$ cat src/rtl/ce_sync_pkg.sv
// Shared constants and the nibble-wise data transform for the ce_sync_pipe slice.
package ce_sync_pkg;

    localparam int unsigned DEF_WIDTH       = 4;
    localparam int unsigned DEF_STAGES      = 2;
    localparam int unsigned DEF_DIV_W       = 4;
    localparam int unsigned DEF_DEFAULT_DIV = 4;

    localparam int unsigned NIB_W       = 4;
    localparam int unsigned XFORM_MAX_W = 64;

    // Per-nibble transform applied by every pipeline stage.
    function automatic logic [NIB_W-1:0] nib_xform(input logic [NIB_W-1:0] x);
        logic [NIB_W-1:0] y;
        y[3] = x[3] | x[1];
        y[2] = x[2] & x[1];
        y[1] = x[1];
        y[0] = x[1] & x[0];
        return y;
    endfunction

    // Word-wide wrapper; callers zero-extend to XFORM_MAX_W and truncate the result.
    function automatic logic [XFORM_MAX_W-1:0] word_xform(input logic [XFORM_MAX_W-1:0] x);
        logic [XFORM_MAX_W-1:0] y;
        y = '0;
        for (int unsigned i = 0; i < XFORM_MAX_W / NIB_W; i++) begin
            y[i*NIB_W +: NIB_W] = nib_xform(x[i*NIB_W +: NIB_W]);
        end
        return y;
    endfunction

endpackage

$ cat src/rtl/ce_sync_pipe_ce_gen.sv
// Programmable clock-enable generator: one-cycle ce strobe every N fast_clk cycles,
// with a pending ratio that only takes effect on a period boundary.
module ce_gen
    import ce_sync_pkg::*;
#(
    parameter int unsigned DIV_W       = DEF_DIV_W,
    parameter int unsigned DEFAULT_DIV = DEF_DEFAULT_DIV
) (
    input  logic             fast_clk,
    input  logic             rst_n,
    input  logic [DIV_W-1:0] div_ratio,
    input  logic             div_load,
    output logic             ce
);

    localparam logic [DIV_W-1:0] RST_DIV = DIV_W'(DEFAULT_DIV);
    localparam logic             RST_CE  = 1'(DEFAULT_DIV <= 1);

    logic [DIV_W-1:0] cnt_q;
    logic [DIV_W-1:0] cnt_d;
    logic [DIV_W-1:0] act_q;
    logic [DIV_W-1:0] act_d;
    logic [DIV_W-1:0] pend_q;
    logic [DIV_W-1:0] pend_d;
    logic             ce_q;
    logic             ce_d;

    // Terminal count for a stored ratio; ratio 0 behaves as ratio 1.
    function automatic logic [DIV_W-1:0] last_count(input logic [DIV_W-1:0] r);
        return (r == '0) ? '0 : r - DIV_W'(1);
    endfunction

    // ce is the registered image of (cnt == N-1), computed from next-state values.
    always_comb begin
        pend_d = pend_q;
        act_d  = act_q;
        cnt_d  = cnt_q + DIV_W'(1);
        if (div_load) begin
            pend_d = div_ratio;
        end
        if (ce_q) begin
            act_d = pend_d;
            cnt_d = '0;
        end
        ce_d = (cnt_d == last_count(act_d));
    end

    always_ff @(posedge fast_clk or negedge rst_n) begin
        if (!rst_n) begin
            cnt_q  <= '0;
            act_q  <= RST_DIV;
            pend_q <= RST_DIV;
            ce_q   <= RST_CE;
        end else begin
            cnt_q  <= cnt_d;
            act_q  <= act_d;
            pend_q <= pend_d;
            ce_q   <= ce_d;
        end
    end

    assign ce = ce_q;

endmodule

$ cat src/rtl/ce_sync_pipe.sv
// Sub-rate pipeline: valid-qualified hold register with overrun detection, a synch
// register and STAGES transform stages, all advancing only on the ce strobe.
module ce_sync_pipe
    import ce_sync_pkg::*;
#(
    parameter int unsigned WIDTH       = DEF_WIDTH,
    parameter int unsigned STAGES      = DEF_STAGES,
    parameter int unsigned DIV_W       = DEF_DIV_W,
    parameter int unsigned DEFAULT_DIV = DEF_DEFAULT_DIV
) (
    input  logic             fast_clk,
    input  logic             rst_n,
    input  logic [DIV_W-1:0] div_ratio,
    input  logic             div_load,
    input  logic [WIDTH-1:0] data_in,
    input  logic             data_vld,
    input  logic             ovr_clr,
    output logic             ce,
    output logic [WIDTH-1:0] out_data,
    output logic             out_vld,
    output logic             overrun
);

    if (WIDTH == 0 || (WIDTH % NIB_W) != 0 || WIDTH > XFORM_MAX_W) begin : g_bad_width
        $error("ce_sync_pipe: WIDTH must be a non-zero multiple of 4, at most 64");
    end
    if (STAGES < 1) begin : g_bad_stages
        $error("ce_sync_pipe: STAGES must be at least 1");
    end
    if (DEFAULT_DIV < 1) begin : g_bad_div
        $error("ce_sync_pipe: DEFAULT_DIV must be at least 1");
    end

    function automatic logic [WIDTH-1:0] xform(input logic [WIDTH-1:0] x);
        return WIDTH'(word_xform(XFORM_MAX_W'(x)));
    endfunction

    logic [WIDTH-1:0] hold_q;
    logic             hold_vld_q;
    logic             overrun_q;
    logic [WIDTH-1:0] synch_q;
    logic             synch_vld_q;
    logic             out_vld_q;

    ce_gen #(
        .DIV_W       (DIV_W),
        .DEFAULT_DIV (DEFAULT_DIV)
    ) u_ce_gen (
        .fast_clk  (fast_clk),
        .rst_n     (rst_n),
        .div_ratio (div_ratio),
        .div_load  (div_load),
        .ce        (ce)
    );

    // Hold register: latest sample wins; a ce edge drains it even when a new one lands.
    always_ff @(posedge fast_clk or negedge rst_n) begin
        if (!rst_n) begin
            hold_q     <= '0;
            hold_vld_q <= 1'b0;
            overrun_q  <= 1'b0;
        end else begin
            if (data_vld) begin
                hold_q <= data_in;
            end
            if (data_vld) begin
                hold_vld_q <= 1'b1;
            end else if (ce) begin
                hold_vld_q <= 1'b0;
            end
            if (data_vld && hold_vld_q && !ce) begin
                overrun_q <= 1'b1;
            end else if (ovr_clr) begin
                overrun_q <= 1'b0;
            end
        end
    end

    always_ff @(posedge fast_clk or negedge rst_n) begin
        if (!rst_n) begin
            synch_q     <= '0;
            synch_vld_q <= 1'b0;
        end else if (ce) begin
            synch_q     <= hold_q;
            synch_vld_q <= hold_vld_q;
        end
    end

    // Stage-to-stage paths only toggle on ce, so they are N-cycle multicycle paths.
    for (genvar k = 0; k < int'(STAGES); k++) begin : g_stage
        logic [WIDTH-1:0] din;
        logic             din_vld;
        logic [WIDTH-1:0] data_q;
        logic             vld_q;

        if (k == 0) begin : g_first
            assign din     = synch_q;
            assign din_vld = synch_vld_q;
        end else begin : g_next
            assign din     = g_stage[k-1].data_q;
            assign din_vld = g_stage[k-1].vld_q;
        end

        always_ff @(posedge fast_clk or negedge rst_n) begin
            if (!rst_n) begin
                data_q <= '0;
                vld_q  <= 1'b0;
            end else if (ce) begin
                data_q <= xform(din);
                vld_q  <= din_vld;
            end
        end
    end

    // One-cycle pulse following the ce edge that loads a valid result into the last stage.
    always_ff @(posedge fast_clk or negedge rst_n) begin
        if (!rst_n) begin
            out_vld_q <= 1'b0;
        end else begin
            out_vld_q <= ce & g_stage[STAGES-1].din_vld;
        end
    end

    assign out_data = g_stage[STAGES-1].data_q;
    assign out_vld  = out_vld_q;
    assign overrun  = overrun_q;

endmodule

$ cat config.mk
export PLATFORM = sky130hd
export DESIGN_NAME = ce_sync_pipe
export DESIGN_NICKNAME = d
export VERILOG_FILES = /design/src/rtl/ce_sync_pkg.sv /design/src/rtl/ce_sync_pipe_ce_gen.sv /design/src/rtl/ce_sync_pipe.sv
export SDC_FILE = /design/constraint.sdc
export NUM_CORES = 1
export LEC_CHECK = 0
export CAP_MARGIN = 40
export CORE_MARGIN = 1.5
export CORE_UTILIZATION = 45
export CTS_CLUSTER_SIZE = 10
export DETAILED_ROUTE_END_ITERATION = 10
export PLACE_DENSITY = 0.68
export SYNTH_ARGS = -nofsm -noshare
export SYNTH_HDL_FRONTEND = slang
export SYNTH_SLANG_ARGS = --single-unit
export TNS_END_PERCENT = 5
$ cat constraint.sdc
create_clock -name fast_clk -period 2 [get_ports fast_clk]
set_clock_uncertainty 0.05 [all_clocks]
set_input_delay 0.4 -clock fast_clk [delete_from_list [all_inputs] [get_ports fast_clk]]
set_output_delay 0.4 -clock fast_clk [all_outputs]
set_load 0.01 [all_outputs]
==> results of run 1 <==
final timing paths:
kind	startpoint	end	slack, ps	cells past startpoint
max	div_load	u_ce_gen.ce	170	7
min	rst_n	u_ce_gen.pend_q[1]	420	2
max reg2reg	u_ce_gen.cnt_q[0]	u_ce_gen.ce	190	6
min reg2reg	out_data[0]	out_data[0]	450	1
max in group asynchronous	rst_n	u_ce_gen.pend_q[2]	1150	2
min in group fast_clk	out_data[0]	out_data[0]	450	1
power by group through the flow:
stage / clock network, mW / registers [mW] / logic, mW
finish: 0.388 / 1.11 / 1.14
global route: 0.437 / 1.14 / 1.25
CTS: 0.402 / 1.10 / 1.09
detailed placement: 0 / 1.12 / 1.09
global placement: 0 / 1.10 / 1.05
floorplan: 0 / 1.09 / 0.718
sequential cells by signal (all words and copies together), names as in the netlist:
signal	count
u_ce_gen.act_q	4
g_stage.data_q	4
u_ce_gen.ce	1
g_stage.vld_q	1
out_vld	1
overrun	1
hold_vld_q	1
u_ce_gen.pend_q	4
u_ce_gen.cnt_q	4
g_stage.din	4
g_stage.din_vld	1
hold_q	4
out_data	4
per-stage QoR:
stage	hold slack, ps	setup TNS (ps)	worst slack, ps
finish	419	0	170
global route	453	0	30.1
CTS	430	0	50.7
detailed placement	431	-428	-428
global placement	425	-341	-341
floorplan	54.4	0	203
placed cells by master, fill, tap and decap left out, types with 2 or more instances in the layout:
cell type and instances:
sky130_fd_sc_hd__a211oi_1 2, sky130_fd_sc_hd__dfstp_2 2, sky130_fd_sc_hd__nor3_1 3, sky130_fd_sc_hd__nand2_1 3, sky130_fd_sc_hd__a21oi_1 4, sky130_fd_sc_hd__mux2_2 14, sky130_fd_sc_hd__buf_4 7, sky130_fd_sc_hd__o2bb2ai_1 2
sky130_fd_sc_hd__clkbuf_4 5, sky130_fd_sc_hd__dfrtp_1 32, sky130_fd_sc_hd__mux2i_4 2, sky130_fd_sc_hd__inv_1 9, sky130_fd_sc_hd__clkdlybuf4s50_1 17, sky130_fd_sc_hd__mux2i_1 2, sky130_fd_sc_hd__a2bb2oi_1 2, sky130_fd_sc_hd__nor2_1 11
sky130_fd_sc_hd__nand3_1 4, sky130_fd_sc_hd__nor2b_1 3, sky130_fd_sc_hd__a21o_1 2, sky130_fd_sc_hd__o21ai_0 4
kinds of logic (layout without fill, tap and decap cells):
kind of cell	count (synthesis)	count (layout)	synth area share
AO/OA/AOI/OAI	22	22	0.110
XOR/XNOR	2	2	0.0117
adder cells (fa/ha/maj)	1	1	0.00837
buffers and inverters	15	45	0.0452
flip-flops	34	34	0.571
multiplexers	19	19	0.159
AND/OR/NAND/NOR	29	29	0.0946
critical path, cell delays in order:
cell and delay, ps:
sky130_fd_sc_hd__dlygate4sd2_1 350, sky130_fd_sc_hd__mux2_2 420, sky130_fd_sc_hd__mux2i_4 170, sky130_fd_sc_hd__inv_1 70, sky130_fd_sc_hd__a2bb2oi_1 150, sky130_fd_sc_hd__o221ai_1 160, sky130_fd_sc_hd__a311oi_2 270
metal layers:
layer  global-route usage  part of all wire  up-vias
li1                     -                 -      481
met1                0.205              0.45      512
met2                0.287              0.49       19
met3               0.0490             0.042        5
met4               0.0776             0.015        0
met5                    0                 0        -
layout make-up:
cell class,instances,area (um2),area share
well taps,44,55.1,0.0295
inverters,10,37.5,0.0201
clock buffers,7,55.1,0.0295
clock inverters,1,5.00,0.00268
flip-flops and latches,34,853,0.457
repair buffers,27,264,0.142
multi-input cells,73,596,0.319
timing repair:
| action | in CTS | in global routing |
|---|---|---|
| endpoints found under the setup margin | 1 | 2 |
| gates resized for setup | 1 | 4 |
| buffers inserted | 0 | 0 |
| pin swaps | 0 | 1 |
==> impl_metrics.xml, run 1 <==
<?xml version="1.0" encoding="UTF-8"?>
<metrics>
  <group name="timing">
    <metric name="timing.max_slew.rel_slack" unit="">0.723</metric>
    <metric name="fmax" unit="MHz">546</metric>
    <metric name="worst_pin_slew" unit="ps">415</metric>
    <metric name="timing.final.setup_violations" unit="">0</metric>
    <metric name="unrepaired_setup_endpoints_after_global_routing" unit="">no</metric>
    <metric name="final.period_utilization" unit="">0.915</metric>
    <metric name="post_layout_minimum_cycle_time" unit="ps">1830</metric>
    <metric name="final-hold-violation-count" unit="">0</metric>
    <metric name="slew_viol_final" unit="">0</metric>
  </group>
  <group name="pwr">
    <metric name="power_frac_comb" unit="">0.432</metric>
    <metric name="power.share.switching" unit="">0.344</metric>
    <metric name="power.total" unit="mW">2.64</metric>
    <metric name="p_leak" unit="nW">0.813</metric>
    <metric name="ir_drop" unit="mV">0.603</metric>
    <metric name="internal-power" unit="mW">1.73</metric>
    <metric name="seqPwrFrac" unit="">0.421</metric>
    <metric name="switching_power" unit="mW">0.909</metric>
    <metric name="power_density" unit="mW/mm2">1420</metric>
    <metric name="clkPwrFrac" unit="">0.147</metric>
  </group>
  <group name="clock_tree">
    <metric name="cts-htree-levels" unit="">2</metric>
    <metric name="cts_tree" unit="">yes</metric>
    <metric name="cts.reportedPaths.clkPinSlew" unit="ps">100</metric>
    <metric name="cts_max_path_buffers" unit="">2</metric>
    <metric name="clock_root_buffer" unit="">sky130_fd_sc_hd__clkbuf_4</metric>
    <metric name="worstSkewPairLatency" unit="ps">320</metric>
    <metric name="clk_sinks" unit="">34</metric>
    <metric name="cts_hold_buf" unit="">0</metric>
    <metric name="cts_buf_count" unit="">5</metric>
  </group>
  <group name="global_route">
    <metric name="grt_max_degree" unit="">36</metric>
    <metric name="total_grt_usage" unit="">0.171</metric>
    <metric name="grt_pass1_wl" unit="um">4550</metric>
    <metric name="vias_in_the_first_global_route" unit="">1062</metric>
    <metric name="grt_remaining_overflow" unit="">0</metric>
    <metric name="grt_antenna_before_repair" unit="">0</metric>
  </group>
  <group name="cells_and_area">
    <metric name="fill_cells" unit="">275</metric>
    <metric name="layout-area-overhead-vs-synth" unit="%">24.9</metric>
    <metric name="post_route_cells_drive_above_1_share" unit="">0.263</metric>
    <metric name="final_util" unit="">0.601</metric>
    <metric name="final-instance-count-excl-fill" unit="">196</metric>
    <metric name="final_cell_area" unit="mm2">0.00187</metric>
    <metric name="num_antenna_cells" unit="">0</metric>
    <metric name="nNetsFinal" unit="">165</metric>
  </group>
  <group name="synthesis">
    <metric name="synthCells" unit="">122</metric>
    <metric name="mappedNetlistNets" unit="">136</metric>
    <metric name="synth_commonest_cells" unit="">sky130_fd_sc_hd__dfrtp_1, sky130_fd_sc_hd__mux2_2, sky130_fd_sc_hd__nor2_1</metric>
    <metric name="post-synth-top-area-fraction" unit="">0.536</metric>
    <metric name="yosysWarnings" unit="">0</metric>
    <metric name="synth.most_common_cell" unit="">sky130_fd_sc_hd__dfrtp_1</metric>
    <metric name="synth_largest_area_cell" unit="">sky130_fd_sc_hd__dfrtp_1</metric>
    <metric name="synth_seq_area_share" unit="">0.571</metric>
    <metric name="async_flop_share" unit="">1.00</metric>
    <metric name="synthTopCellsByArea" unit="">sky130_fd_sc_hd__dfrtp_1, sky130_fd_sc_hd__mux2_2, sky130_fd_sc_hd__dfstp_2</metric>
    <metric name="ys_dominant_reg_cell" unit="">sky130_fd_sc_hd__dfrtp_1</metric>
    <metric name="synth_enable_flop_cells" unit="">0</metric>
    <metric name="yosys_register_bits" unit="">34</metric>
    <metric name="yosysUniqueCellTypes" unit="">35</metric>
    <metric name="post_synth_instance_area" unit="mm2">0.00149</metric>
    <metric name="syn_avg_cell_area" unit="um2">12.2</metric>
  </group>
  <group name="worst_setup_path">
    <metric name="critical_path.startpoint_type" unit="">input pin</metric>
    <metric name="worstPathArrival" unit="ps">2010</metric>
    <metric name="worst_path_required_time" unit="ps">2180</metric>
    <metric name="timing_worst_setup_path_type" unit="">in -&gt; reg</metric>
    <metric name="cp_max_fo" unit="">6</metric>
    <metric name="capturing_element_type_of_the_critical_path" unit="">register</metric>
  </group>
  <group name="route">
    <metric name="route.antenna.remaining_nets" unit="">0</metric>
    <metric name="route.vias.total" unit="">1017</metric>
    <metric name="drc" unit="">0</metric>
    <metric name="first_pass_iters" unit="">4</metric>
    <metric name="wl_per_cell" unit="um">13.3</metric>
    <metric name="postRouteWirelength" unit="um">2610</metric>
    <metric name="initialDrtViolationCount" unit="">19</metric>
    <metric name="route.detailed.vias_per_inst" unit="">5.19</metric>
  </group>
  <group name="die">
    <metric name="design.die.area" unit="mm2">0.00367</metric>
    <metric name="ports" unit="">20</metric>
    <metric name="die_width" unit="um">60.6</metric>
    <metric name="initial_utilization" unit="">0.481</metric>
    <metric name="placement_rows" unit="">20</metric>
    <metric name="dieHeight" unit="um">60.6</metric>
    <metric name="core-area" unit="mm2">0.00310</metric>
  </group>
  <group name="run">
    <metric name="timing.max_cap.violations" unit="">0</metric>
  </group>
  <group name="placement">
    <metric name="globalplace.congestion" unit="">0.822</metric>
    <metric name="total_placed_instance_area" unit="mm2">0.00178</metric>
    <metric name="placed_cells_incl_taps" unit="">188</metric>
    <metric name="placement.io_buffers" unit="">19</metric>
    <metric name="dp_hpwl" unit="um">1830</metric>
  </group>
  <group name="worst_hold_path">
    <metric name="hold_path.class" unit="">in -&gt; async</metric>
  </group>
  <group name="run_status">
    <metric name="outcome" unit="">finished clean</metric>
  </group>
</metrics>
Power figures use the tool's default switching activity.
==> inputs of run 2 (changes only) <==
PLACE_DENSITY = 0.69   (was 0.68)
SYNTH_HIERARCHICAL = 1   (was unset)
==> run 2 against run 1 <==
Compared with the run above:
- clock power fell by 12%
- area after synthesis fell by 2.8%
- final area fell by 3.0%
- critical path depth fell by 1
- critical endpoint is now u_ce_gen/ce
- synthesized cell count fell by 1.6%
- power fell by 8.0%
- combinational power fell by 12%
- global-route usage fell by 0.40 points
- first-iteration DRC count rose by 120%
- flip-flop and latch count did not move
==> impl_metrics.xml, run 2 <==
<?xml version="1.0" encoding="UTF-8"?>
<metrics>
  <group name="run_status">
    <metric name="outcome" unit="">finished clean</metric>
  </group>
  <group name="synthesis">
    <metric name="async_flop_share" unit="">1.00</metric>
    <metric name="synth_seq_area_share" unit="">0.588</metric>
    <metric name="post-synth-top-area-fraction" unit="">0.552</metric>
    <metric name="synthTopCellsByArea" unit="">sky130_fd_sc_hd__dfrtp_1, sky130_fd_sc_hd__mux2_2, sky130_fd_sc_hd__dfstp_2</metric>
    <metric name="ys_dominant_reg_cell" unit="">sky130_fd_sc_hd__dfrtp_1</metric>
    <metric name="synth-compound-area-share" unit="">0.105</metric>
    <metric name="syn_avg_cell_area" unit="um2">12.1</metric>
    <metric name="synth.most_common_cell" unit="">sky130_fd_sc_hd__dfrtp_1</metric>
    <metric name="largest_family_of_logic_cells_by_synthesized_area" unit="">multiplexers</metric>
    <metric name="synth_simple_gate_area_frac" unit="">0.0922</metric>
    <metric name="synthCells" unit="">120</metric>
    <metric name="post_synth_instance_area" unit="mm2">0.00145</metric>
    <metric name="yosys.area_share.adder" unit="">0.00862</metric>
    <metric name="synth_commonest_cells" unit="">sky130_fd_sc_hd__dfrtp_1, sky130_fd_sc_hd__inv_1, sky130_fd_sc_hd__mux2_2</metric>
    <metric name="mappedNetlistNets" unit="">134</metric>
    <metric name="yosys_register_bits" unit="">34</metric>
    <metric name="yosysUniqueCellTypes" unit="">35</metric>
    <metric name="synth-xor-area-share" unit="">0.0241</metric>
    <metric name="synth_enable_flop_cells" unit="">0</metric>
    <metric name="yosysWarnings" unit="">6</metric>
    <metric name="multiplexer_fraction_of_the_synthesized_cell_area" unit="">0.134</metric>
    <metric name="synth_largest_area_cell" unit="">sky130_fd_sc_hd__dfrtp_1</metric>
  </group>
  <group name="pwr">
    <metric name="switching_power" unit="mW">0.827</metric>
    <metric name="ir_drop" unit="mV">0.571</metric>
    <metric name="clkPwrFrac" unit="">0.141</metric>
    <metric name="internal-power" unit="mW">1.60</metric>
    <metric name="p_leak" unit="nW">0.804</metric>
    <metric name="power_density" unit="mW/mm2">1340</metric>
    <metric name="power_frac_comb" unit="">0.413</metric>
    <metric name="power.share.switching" unit="">0.341</metric>
    <metric name="seqPwrFrac" unit="">0.446</metric>
  </group>
  <group name="timing">
    <metric name="slew_viol_final" unit="">0</metric>
    <metric name="fmax" unit="MHz">522</metric>
    <metric name="post_layout_minimum_cycle_time" unit="ps">1920</metric>
    <metric name="final-hold-violation-count" unit="">0</metric>
    <metric name="final.period_utilization" unit="">0.959</metric>
    <metric name="worst_pin_slew" unit="ps">395</metric>
    <metric name="timing.max_slew.rel_slack" unit="">0.733</metric>
    <metric name="unrepaired_setup_endpoints_after_global_routing" unit="">no</metric>
    <metric name="timing.final.setup_violations" unit="">0</metric>
  </group>
  <group name="worst_setup_path">
    <metric name="cp_top_family" unit="">multiplexers</metric>
    <metric name="timing_worst_setup_path_type" unit="">in -&gt; reg</metric>
    <metric name="worst-r2r-setup-slack" unit="ps">180</metric>
    <metric name="depth_of_the_worst_register_to_register_path" unit="">5</metric>
    <metric name="r2r-start" unit="">u_ce_gen/pend_q[2]</metric>
    <metric name="capturing_element_type_of_the_critical_path" unit="">register</metric>
    <metric name="worstPathArrival" unit="ps">2100</metric>
    <metric name="worst_path_required_time" unit="ps">2190</metric>
    <metric name="cpMaxStageDelayCell" unit="">sky130_fd_sc_hd__clkdlybuf4s50_1</metric>
    <metric name="critical_path.startpoint_type" unit="">input pin</metric>
    <metric name="worst_r2r_endpoint" unit="">u_ce_gen/ce</metric>
    <metric name="path_cells" unit="">clkdlybuf4s50_1, mux2_4, mux2_4, o32a_1, xor2_1, nor4_2</metric>
    <metric name="cp_max_fo" unit="">3</metric>
    <metric name="crit_buf_inv" unit="">1</metric>
    <metric name="timing.critical_path.slowest_cell_delay" unit="ps">400</metric>
    <metric name="crit_top_cell" unit="">sky130_fd_sc_hd__mux2_4</metric>
  </group>
  <group name="route">
    <metric name="route.detailed.vias_per_inst" unit="">4.95</metric>
    <metric name="initialDrtViolationCount" unit="">42</metric>
    <metric name="route.antenna.remaining_nets" unit="">0</metric>
    <metric name="wl_per_cell" unit="um">12.5</metric>
    <metric name="route.vias.total" unit="">981</metric>
    <metric name="drc" unit="">0</metric>
    <metric name="postRouteWirelength" unit="um">2480</metric>
    <metric name="first_pass_iters" unit="">4</metric>
  </group>
  <group name="clock_tree">
    <metric name="cts_max_path_buffers" unit="">2</metric>
    <metric name="cts_buf_count" unit="">5</metric>
    <metric name="cts-htree-levels" unit="">2</metric>
    <metric name="cts.reportedPaths.clkPinSlew" unit="ps">100</metric>
    <metric name="post_cts_repair_setup_buffers" unit="">0</metric>
    <metric name="clk_sinks" unit="">34</metric>
    <metric name="worstSkewPairLatency" unit="ps">330</metric>
    <metric name="clock_root_buffer" unit="">sky130_fd_sc_hd__clkbuf_4</metric>
    <metric name="cts_tree" unit="">yes</metric>
    <metric name="cts_hold_buf" unit="">0</metric>
  </group>
  <group name="die">
    <metric name="die_width" unit="um">59.8</metric>
    <metric name="initial_utilization" unit="">0.475</metric>
    <metric name="dieHeight" unit="um">59.8</metric>
    <metric name="design.die.area" unit="mm2">0.00357</metric>
    <metric name="ports" unit="">20</metric>
    <metric name="core-area" unit="mm2">0.00305</metric>
    <metric name="placement_rows" unit="">20</metric>
  </group>
  <group name="cells_and_area">
    <metric name="nNetsFinal" unit="">168</metric>
    <metric name="num_antenna_cells" unit="">0</metric>
    <metric name="post_route_cells_drive_above_1_share" unit="">0.247</metric>
    <metric name="final_util" unit="">0.593</metric>
    <metric name="layout_commonest_cell" unit="">sky130_fd_sc_hd__dfrtp_1</metric>
    <metric name="final_cell_area" unit="mm2">0.00181</metric>
    <metric name="layout-area-overhead-vs-synth" unit="%">24.7</metric>
    <metric name="most-common-layout-cells" unit="">sky130_fd_sc_hd__dfrtp_1, sky130_fd_sc_hd__clkdlybuf4s50_1, sky130_fd_sc_hd__buf_4</metric>
  </group>
  <group name="global_route">
    <metric name="total_grt_usage" unit="">0.167</metric>
    <metric name="grt_antenna_before_repair" unit="">0</metric>
    <metric name="grt_max_degree" unit="">35</metric>
    <metric name="vias_in_the_first_global_route" unit="">1019</metric>
    <metric name="grt_pass1_wl" unit="um">4350</metric>
    <metric name="grt_remaining_overflow" unit="">0</metric>
  </group>
  <group name="placement">
    <metric name="dp_hpwl" unit="um">1810</metric>
    <metric name="placement.io_buffers" unit="">19</metric>
    <metric name="total_placed_instance_area" unit="mm2">0.00176</metric>
    <metric name="globalplace.congestion" unit="">0.911</metric>
  </group>
  <group name="run">
    <metric name="timing.max_cap.violations" unit="">0</metric>
  </group>
  <group name="worst_hold_path">
    <metric name="hold_path.class" unit="">in -&gt; async</metric>
  </group>
</metrics>
run 2: cell type report:
class	count	area, um2
clock buffers	5	37.5
multi-input cells	70	528
flip-flops and latches	34	855
inverters	12	45.0
fillers	273	1240
well taps	44	55.1
clock inverters	2	10.0
repair buffers	31	279
run 2: what timing repair did:
action                     4_1_cts  5_1_grt
pin swaps                        0        1
setup endpoints to repair        2        1
resized for setup                2        0
run 2: power by group through the flow:
stage	Combinational (mW)	Clock (mW)	Sequential, mW
finish	1.00	0.343	1.08
floorplan	0.632	0	1.08
CTS	1.01	0.362	1.09
global route	1.13	0.386	1.12
global placement	0.982	0	1.08
detailed placement	1.00	0	1.10
run 2: cells by family after synthesis:
logic type,count (synthesis)
flip-flops,34
AND/OR/NAND/NOR,26
AO/OA/AOI/OAI,22
multiplexers,17
buffers and inverters,16
XOR/XNOR,4
adder cells (fa/ha/maj),1
run 2: worst max path at each step:
stage	to	startpoint	cells after the start	slack, ps
after CTS	u_ce_gen/ce	div_ratio[2]	6	60
after floorplan	u_ce_gen/ce	u_ce_gen/ce	5	90
after global placement	u_ce_gen/ce	div_load	6	-430
after detailed placement	u_ce_gen/ce	div_load	6	-480
after global routing	u_ce_gen/ce	div_ratio[2]	6	10
final	u_ce_gen/ce	div_ratio[2]	6	80
run 2: layer usage:
layer | GRT usage | part of all wire | up-vias
met5 | 0 | 0 | -
met4 | 0.0667 | 0.0085 | 0
met3 | 0.0606 | 0.042 | 2
met2 | 0.270 | 0.47 | 23
met1 | 0.203 | 0.48 | 473
li1 | - | - | 483
run 2: per-stage QoR:
| stage | hold WS (ps) | cells | setup WS [ps] | TNS [ps] | total power [mW] |
|---|---|---|---|---|---|
| after floorplan | 54.4 | 120 | 88.4 | 0 | 1.71 |
| after global placement | 408 | 191 | -430 | -430 | 2.07 |
| after detailed placement | 420 | 191 | -476 | -476 | 2.10 |
| after CTS | 415 | 198 | 64.8 | 0 | 2.46 |
| after global routing | 449 | 198 | 13.2 | 0 | 2.63 |
| final | 414 | 198 | 82.9 | 0 | 2.43 |
run 2: worst reg2reg max path, stage by stage (launching register included):
cell and delay, ps:
sky130_fd_sc_hd__dfstp_2 380, sky130_fd_sc_hd__mux2_4 270, sky130_fd_sc_hd__mux2_4 270, sky130_fd_sc_hd__o32a_1 360, sky130_fd_sc_hd__xor2_1 150, sky130_fd_sc_hd__nor4_2 260
